**config.mk**
```make
export PLATFORM = sky130hd
export DESIGN_NAME = psum_engine
export DESIGN_NICKNAME = d
export VERILOG_FILES = /design/src/rtl/psum_engine.sv
export SDC_FILE = /design/constraint.sdc
export NUM_CORES = 2
export LEC_CHECK = 0
export CORE_ASPECT_RATIO = 0.5
export CORE_UTILIZATION = 50
export CTS_CLUSTER_SIZE = 25
export DETAILED_ROUTE_END_ITERATION = 10
export DONT_BUFFER_PORTS = 1
export PLACE_DENSITY = 0.67
export SYNTH_ARGS = -nofsm -noshare
export SYNTH_HDL_FRONTEND = slang
export SYNTH_HIERARCHICAL = 1
export SYNTH_SLANG_ARGS = --single-unit
export TNS_END_PERCENT = 10
```
**constraint.sdc**
```tcl
create_clock -name clk -period 20.4 [get_ports clk]
set_input_delay 4.08 -clock clk [delete_from_list [all_inputs] [get_ports clk]]
set_output_delay 4.08 -clock clk [all_outputs]
set_load 0.1 [all_outputs]
```
**src/rtl/psum_engine.sv**
```systemverilog
// psum_engine: per-column psum FIFOs drain row-wise into a psum memory (write / accumulate / read); PSUM_SAT_EN selects saturating accumulate.
// Latency: write 1 clk, accumulate 2 clk (busy 1 clk), read 1 clk; pushes to a full column drop and set ovf, ops while busy or not o_valid are ignored.

module psum_fifo #(
  parameter int width = 20,
  parameter int depth = 8
) (
  input  logic             clk,
  input  logic             reset,
  input  logic             push,
  input  logic             pop,
  input  logic [width-1:0] din,
  output logic [width-1:0] dout,
  output logic             full,
  output logic             empty
);
  localparam int iw = (depth > 1) ? $clog2(depth) : 1;

  logic [width-1:0] mem [depth];
  logic [iw-1:0]    wr_idx, rd_idx;
  logic             wr_ph, rd_ph;
  logic             do_push, do_pop;

  // Phase bits tell full from empty when the indices meet.
  assign empty   = (wr_idx == rd_idx) && (wr_ph == rd_ph);
  assign full    = (wr_idx == rd_idx) && (wr_ph != rd_ph);
  assign do_pop  = pop && !empty;
  assign do_push = push && (!full || do_pop);
  assign dout    = mem[rd_idx];

  always_ff @(posedge clk) begin
    if (do_push) mem[wr_idx] <= din;
  end

  always_ff @(posedge clk or negedge reset) begin
    if (!reset) begin
      wr_idx <= '0;
      rd_idx <= '0;
      wr_ph  <= 1'b0;
      rd_ph  <= 1'b0;
    end else begin
      if (do_push) begin
        if (wr_idx == iw'(depth - 1)) begin
          wr_idx <= '0;
          wr_ph  <= ~wr_ph;
        end else begin
          wr_idx <= wr_idx + iw'(1);
        end
      end
      if (do_pop) begin
        if (rd_idx == iw'(depth - 1)) begin
          rd_idx <= '0;
          rd_ph  <= ~rd_ph;
        end else begin
          rd_idx <= rd_idx + iw'(1);
        end
      end
    end
  end
endmodule

module psum_engine #(
  parameter  int col        = 8,
  parameter  int bw_psum    = 20,
  parameter  int fifo_depth = 8,
  parameter  int pmem_depth = 16,
  localparam int aw         = $clog2(pmem_depth)
) (
  input  logic                   clk,
  input  logic                   reset,
  input  logic [bw_psum*col-1:0] in,
  input  logic [col-1:0]         wr,
  input  logic [1:0]             op,
  input  logic [aw-1:0]          add,
  output logic [bw_psum*col-1:0] out,
  output logic                   out_valid,
  output logic                   o_valid,
  output logic                   o_full,
  output logic                   busy,
  output logic                   ovf
);
  localparam logic [1:0] op_write = 2'b01;
  localparam logic [1:0] op_acc   = 2'b10;
  localparam logic [1:0] op_read  = 2'b11;

  logic [col-1:0][bw_psum-1:0] in_row, head_row, acc_row, acc_mem, acc_sum;
  logic [col-1:0]              col_full, col_empty;
  logic [bw_psum*col-1:0]      pmem [pmem_depth];
  logic [aw-1:0]               acc_add;
  logic                        drain, do_write, do_acc, do_read, ovf_set;

  assign in_row   = in;
  assign o_valid  = ~|col_empty;
  assign o_full   = |col_full;
  assign drain    = o_valid && !busy && ((op == op_write) || (op == op_acc));
  assign do_write = drain && (op == op_write);
  assign do_acc   = drain && (op == op_acc);
  assign do_read  = !busy && (op == op_read);
  // A drain pops every column, so a push to a full column is only lost without one.
  assign ovf_set  = |(wr & col_full & ~{col{drain}});

  genvar g;
  generate
    for (g = 0; g < col; g++) begin : g_col
      logic [bw_psum:0] wide;

      psum_fifo #(.width(bw_psum), .depth(fifo_depth)) u_fifo (
        .clk   (clk),
        .reset (reset),
        .push  (wr[g]),
        .pop   (drain),
        .din   (in_row[g]),
        .dout  (head_row[g]),
        .full  (col_full[g]),
        .empty (col_empty[g])
      );

      assign wide = {acc_mem[g][bw_psum-1], acc_mem[g]} + {acc_row[g][bw_psum-1], acc_row[g]};
`ifdef PSUM_SAT_EN
      // Sign bits disagree only on overflow; clamp toward the sign of the true result.
      assign acc_sum[g] = (wide[bw_psum] != wide[bw_psum-1])
                        ? (wide[bw_psum] ? {1'b1, {(bw_psum-1){1'b0}}} : {1'b0, {(bw_psum-1){1'b1}}})
                        : wide[bw_psum-1:0];
`else
      assign acc_sum[g] = wide[bw_psum-1:0];
`endif
    end
  endgenerate

  always_ff @(posedge clk) begin
    if (busy)          pmem[acc_add] <= acc_sum;
    else if (do_write) pmem[add]     <= head_row;
  end

  always_ff @(posedge clk or negedge reset) begin
    if (!reset) begin
      busy      <= 1'b0;
      acc_row   <= '0;
      acc_mem   <= '0;
      acc_add   <= '0;
      out       <= '0;
      out_valid <= 1'b0;
      ovf       <= 1'b0;
    end else begin
      busy      <= do_acc;
      out_valid <= do_read;
      if (do_acc) begin
        acc_row <= head_row;
        acc_mem <= pmem[add];
        acc_add <= add;
      end
      if (do_read) out <= pmem[add];
      if (ovf_set) ovf <= 1'b1;
    end
  end
endmodule

```
==> metrics list <==
- The run finished with clean final reports.
- Slew of the pin with the lowest slew margin: 1.36 ns
- Broken down by cell family, the worst path's largest delay share belongs to buffers and inverters.
* Post-Syn Instances: 9062
- Post-Route Skew: ~0.064 ns
* Headroom to the max-slew limit: 0.0958
- Ordered cell list for the critical path: inv_4, a21oi_1, nor2_4, buf_4, buf_4, buf_4
* Mux contribution to synthesized area: 0.167
- Detailed-route DRC error count: 0
- The share of total power dissipated in the clock network is 0.222.
- The number of clock buffers added by TritonCTS is 380.
- Number of sinks handled by clock tree synthesis: 4391
- Layout overhead on the synthesized area: 10.6%
- Wire length per cell: 29.7 um
- Switch share: 0.353
- Complex-gate fraction of the synthesized area: 0.0269
* Cell taking the most area after synthesis: sky130_fd_sc_hd__edfxtp_1
- In this run, distinct cell masters in the synthesized netlist total 85.
- Origin of the worst min-delay path: acc_mem[97]
- Max Buffers Root-to-Sink: 4
* Total Routed Length: 422000 um
- Largest net degree at the start of global routing: 646
* Clk_lat worst skew: between 0.9 and 1 ns
- Number of iterations in the first detailed-routing pass: 6
- Fraction of final layout cells with drive strength greater than 1: 0.256
* Largest family of logic cells by synthesized area: multiplexers
- Static timing analysis puts the maximum clock frequency at 115 MHz.
- Average instance area after synthesis: 19.4 um2
- Area of the die: 354000 um2
- Clock tree from TritonCTS: done
- Crit-path most repeated cell: sky130_fd_sc_hd__buf_4
* Path length in cells of the critical path: 6
- The internal portion of the total power is 21.2 mW.
- Post-detail-place hpwl: approximately 240000 um
* Count of final setup violators: 0
- For the worst flop-to-flop path, the logic depth is 14.
- Worst EP arrival: ~9.2 ns
* Count of nets left with antenna violations after detail routing: 0
- The detailed router finished its first iteration with between 8000 and 9000 violations.
* Number of top-level pins: 341
- In this run the power spent charging and discharging nets is 11.6 mW.
- Simple-gate share of the synthesized area: 0.0361
- Crit end category: flop
* Number of buffers inserted by hold repair at cts: 0
- For this run the aggregate overflow at the end of global routing stands at 0.
- The share of total power dissipated in combinational logic is 0.307.
- For this design the ratio of total power to cell area is 169 nW/um2.
- CTS-repair resized insts: 0
- Slowest Stage Delay on Critical Path: 0.91 ns
* Die Width: 841 um
- In this run the critical register-to-register path is launched from g_col[5].u_fifo/rd_idx[0].
- The total area inside the core boundary comes to roughly 350000 um2.
- Worst supply voltage drop on vdd: 0.000108 V
- The clock tree synthesis step divided the H-tree into 5 levels.
- Of all nets on the critical path, the largest fanout is approximately 210.
- Sequential share of the synthesized area: 0.734
- Xor and xnor fraction of the mapped netlist area: 0.00787
- Cells taking the most area after synthesis: sky130_fd_sc_hd__edfxtp_1 66%, sky130_fd_sc_hd__mux4_2 14%, sky130_fd_sc_hd__dfrtp_1 7.8%, sky130_fd_sc_hd__mux2_2 2.7%, sky130_fd_sc_hd__nand2_1 2.1%
- Root buffer cell: sky130_fd_sc_hd__clkbuf_16
- Row generation in the floorplan step produced 153 rows.
* Count of flip-flops with a built-in enable after synthesis: 3840
- Share of total power in sequential cells: 0.472
* Wire length of the first global-routing pass: 614000 um
- Count of state elements after synthesis: roughly 4400
- Buffers on Ports: 0
- The min-delay analysis places its worst path in the category flop to flop.
* Via count: 86600
- Unrepaired setup endpoints after global routing: false
- STA classifies the critical path startpoint as an input pin.
* Instance count along the most critical hold path: 2
- Required time at the endpoint of the critical path: 20.95 ns
- The mapped netlist covers roughly 180000 um2.
- The max-slew violation total from the final report was 0.
- Die span in y: 421 um
* Antenna violations before repair: 4
- Buffers added to address setup during post-CTS repair amount to 0.
* Portion of synthesized cell area occupied by the leading cell type: 0.656
- WP buf/inv: 4
- After the last flow step, the layout net total stands at 9618.
* Clock slew seen by the registers of the worst setup and hold paths: 0.06 ns
* Critical Path Source: add[2]
* Flip-flop cell with the highest count after synthesis: sky130_fd_sc_hd__edfxtp_1
* Critical path type: input pin to flop
- Of the available clock period, the critical path in the final layout requires 0.426.
- Vias in the first global route: 87700
* Adder and majority cell fraction of the synthesized area: 0.0142
- All-Layer GR Usage: 0.237
- Dividing the detail-routed via count by the number of cells gives 6.09.
- By instance count, the leading cell after synthesis is sky130_fd_sc_hd__edfxtp_1.
- Yosys printed 6 warnings.
- In this run the static leakage power is 65.4 nW.
* Starting Density: 0.504
- Cell type of the slowest stage on the worst timing path: sky130_fd_sc_hd__buf_4
- Of all flip-flops after synthesis, the portion carrying an async set or reset was 0.125.
- Post-layout min period: 8.68 ns
- Counting every net in the synthesized netlist gives roughly 9400.
* Total count of hold-check failures in the final report: 0
- Post-layout util: 0.558
* Most frequent cells after synthesis: 3840 x sky130_fd_sc_hd__edfxtp_1, 1069 x sky130_fd_sc_hd__mux4_2, 990 x sky130_fd_sc_hd__nand2_1
- Weighted congestion at the end of routability-driven global placement: 0.835
- Adding up every negative setup slack in the final design gives 0 ns.
- The tool flagged a number of max-cap violations equal to 0.
==> registers in the layout, summed over array words and instances, names as in the netlist <==
signal               flops
pmem                  2560
g_col.u_fifo/rd_idx     24
acc_mem                160
out_valid                1
g_col.u_fifo/wr_ph       8
busy                     1
g_col.u_fifo/wr_idx     24
g_col.u_fifo/rd_ph       8
g_col.u_fifo/mem      1280
ovf                      1
acc_row                160
acc_add                  4
out                    160
==> layout make-up <==
type / count / area (um2)
sequential: 4391 / 129000
antenna: 5 / 12.5
clock buffer: 505 / 10400
timing repair buffer: 246 / 2210
fill: 26100 / 154000
tap: 4650 / 5820
inverter: 58 / 230
clock inverter: 195 / 1900
multi-input combinational: 4170 / 44900
==> worst reg2reg max path: stages, from the launching register on <==
cell and delay [ns]:
sky130_fd_sc_hd__dfrtp_2 0.34, sky130_fd_sc_hd__buf_4 0.65, sky130_fd_sc_hd__xnor2_1 0.18, sky130_fd_sc_hd__nand3_2 0.24, sky130_fd_sc_hd__nor2_1 0.22, sky130_fd_sc_hd__nor4_1 0.73
sky130_fd_sc_hd__nand2_1 0.46, sky130_fd_sc_hd__nor2_1 0.36, sky130_fd_sc_hd__nand2_4 0.25, sky130_fd_sc_hd__nor2_1 0.27, sky130_fd_sc_hd__a21oi_1 0.32, sky130_fd_sc_hd__nor2_4 0.79
sky130_fd_sc_hd__buf_4 0.75, sky130_fd_sc_hd__buf_4 0.87, sky130_fd_sc_hd__buf_4 1.02
==> final timing paths <==
path                       slack [ns]      endpoint
setup / recovery                11.72   pmem[1][84]
hold / removal                   0.48   acc_mem[97]
setup reg to reg                12.55   pmem[1][84]
hold reg to reg                  0.48   acc_mem[97]
max in group asynchronous       15.46      out[134]
min in group asynchronous        2.90  acc_mem[115]
==> metrics by stage <==
stage               setup WS [ns]  std cells  instance area, um2  power [mW]  hold slack, ns
floorplan                    7.71       9062              176000        21.8           0.450
global placement            11.31      13500              182000        25.4           0.463
detailed placement          11.32      13500              182000        25.7           0.468
CTS                         11.85      14200              194000        32.9           0.484
global route                11.68      14200              195000        34.2           0.502
finish                      11.72      14200              195000        32.8           0.479
==> power groups by stage <==
stage / combinational [mW] / clock (mW) / sequential [mW]
6_report: 10.1 / 7.26 / 15.5
5_1_grt: 10.9 / 7.72 / 15.6
2_1_floorplan: 6.31 / 0 / 15.5
3_3_place_gp: 9.78 / 0 / 15.6
4_1_cts: 10.1 / 7.37 / 15.5
3_5_place_dp: 10.1 / 0 / 15.7
==> cells by family after synthesis <==
group	count (synthesis)
flops	4391
xor+xnor	158
simple gates	1504
compound gates	760
buf+inv	501
fa+ha+maj	195
mux	1553
==> cells in the final DEF, fill, tap and decap left out, drive strengths merged, types with 187 or more instances in the layout <==
cell type / count
a21oi: 216
buf: 246
clkbuf: 505
dfrtp: 551
edfxtp: 3840
ha: 187
mux2: 419
mux4: 1069
nand2: 990
nor2: 238
o21ai: 260
==> per-layer routing <==
layer  up-vias  track usage  part of all wire
met3       603       0.0339             0.060
met4         0       0.0735             0.035
met1     46400        0.326              0.41
met5         -            0                 0
met2      2920        0.397              0.50
li1      36700            -                 -
(Power assumes the default switching activity.)
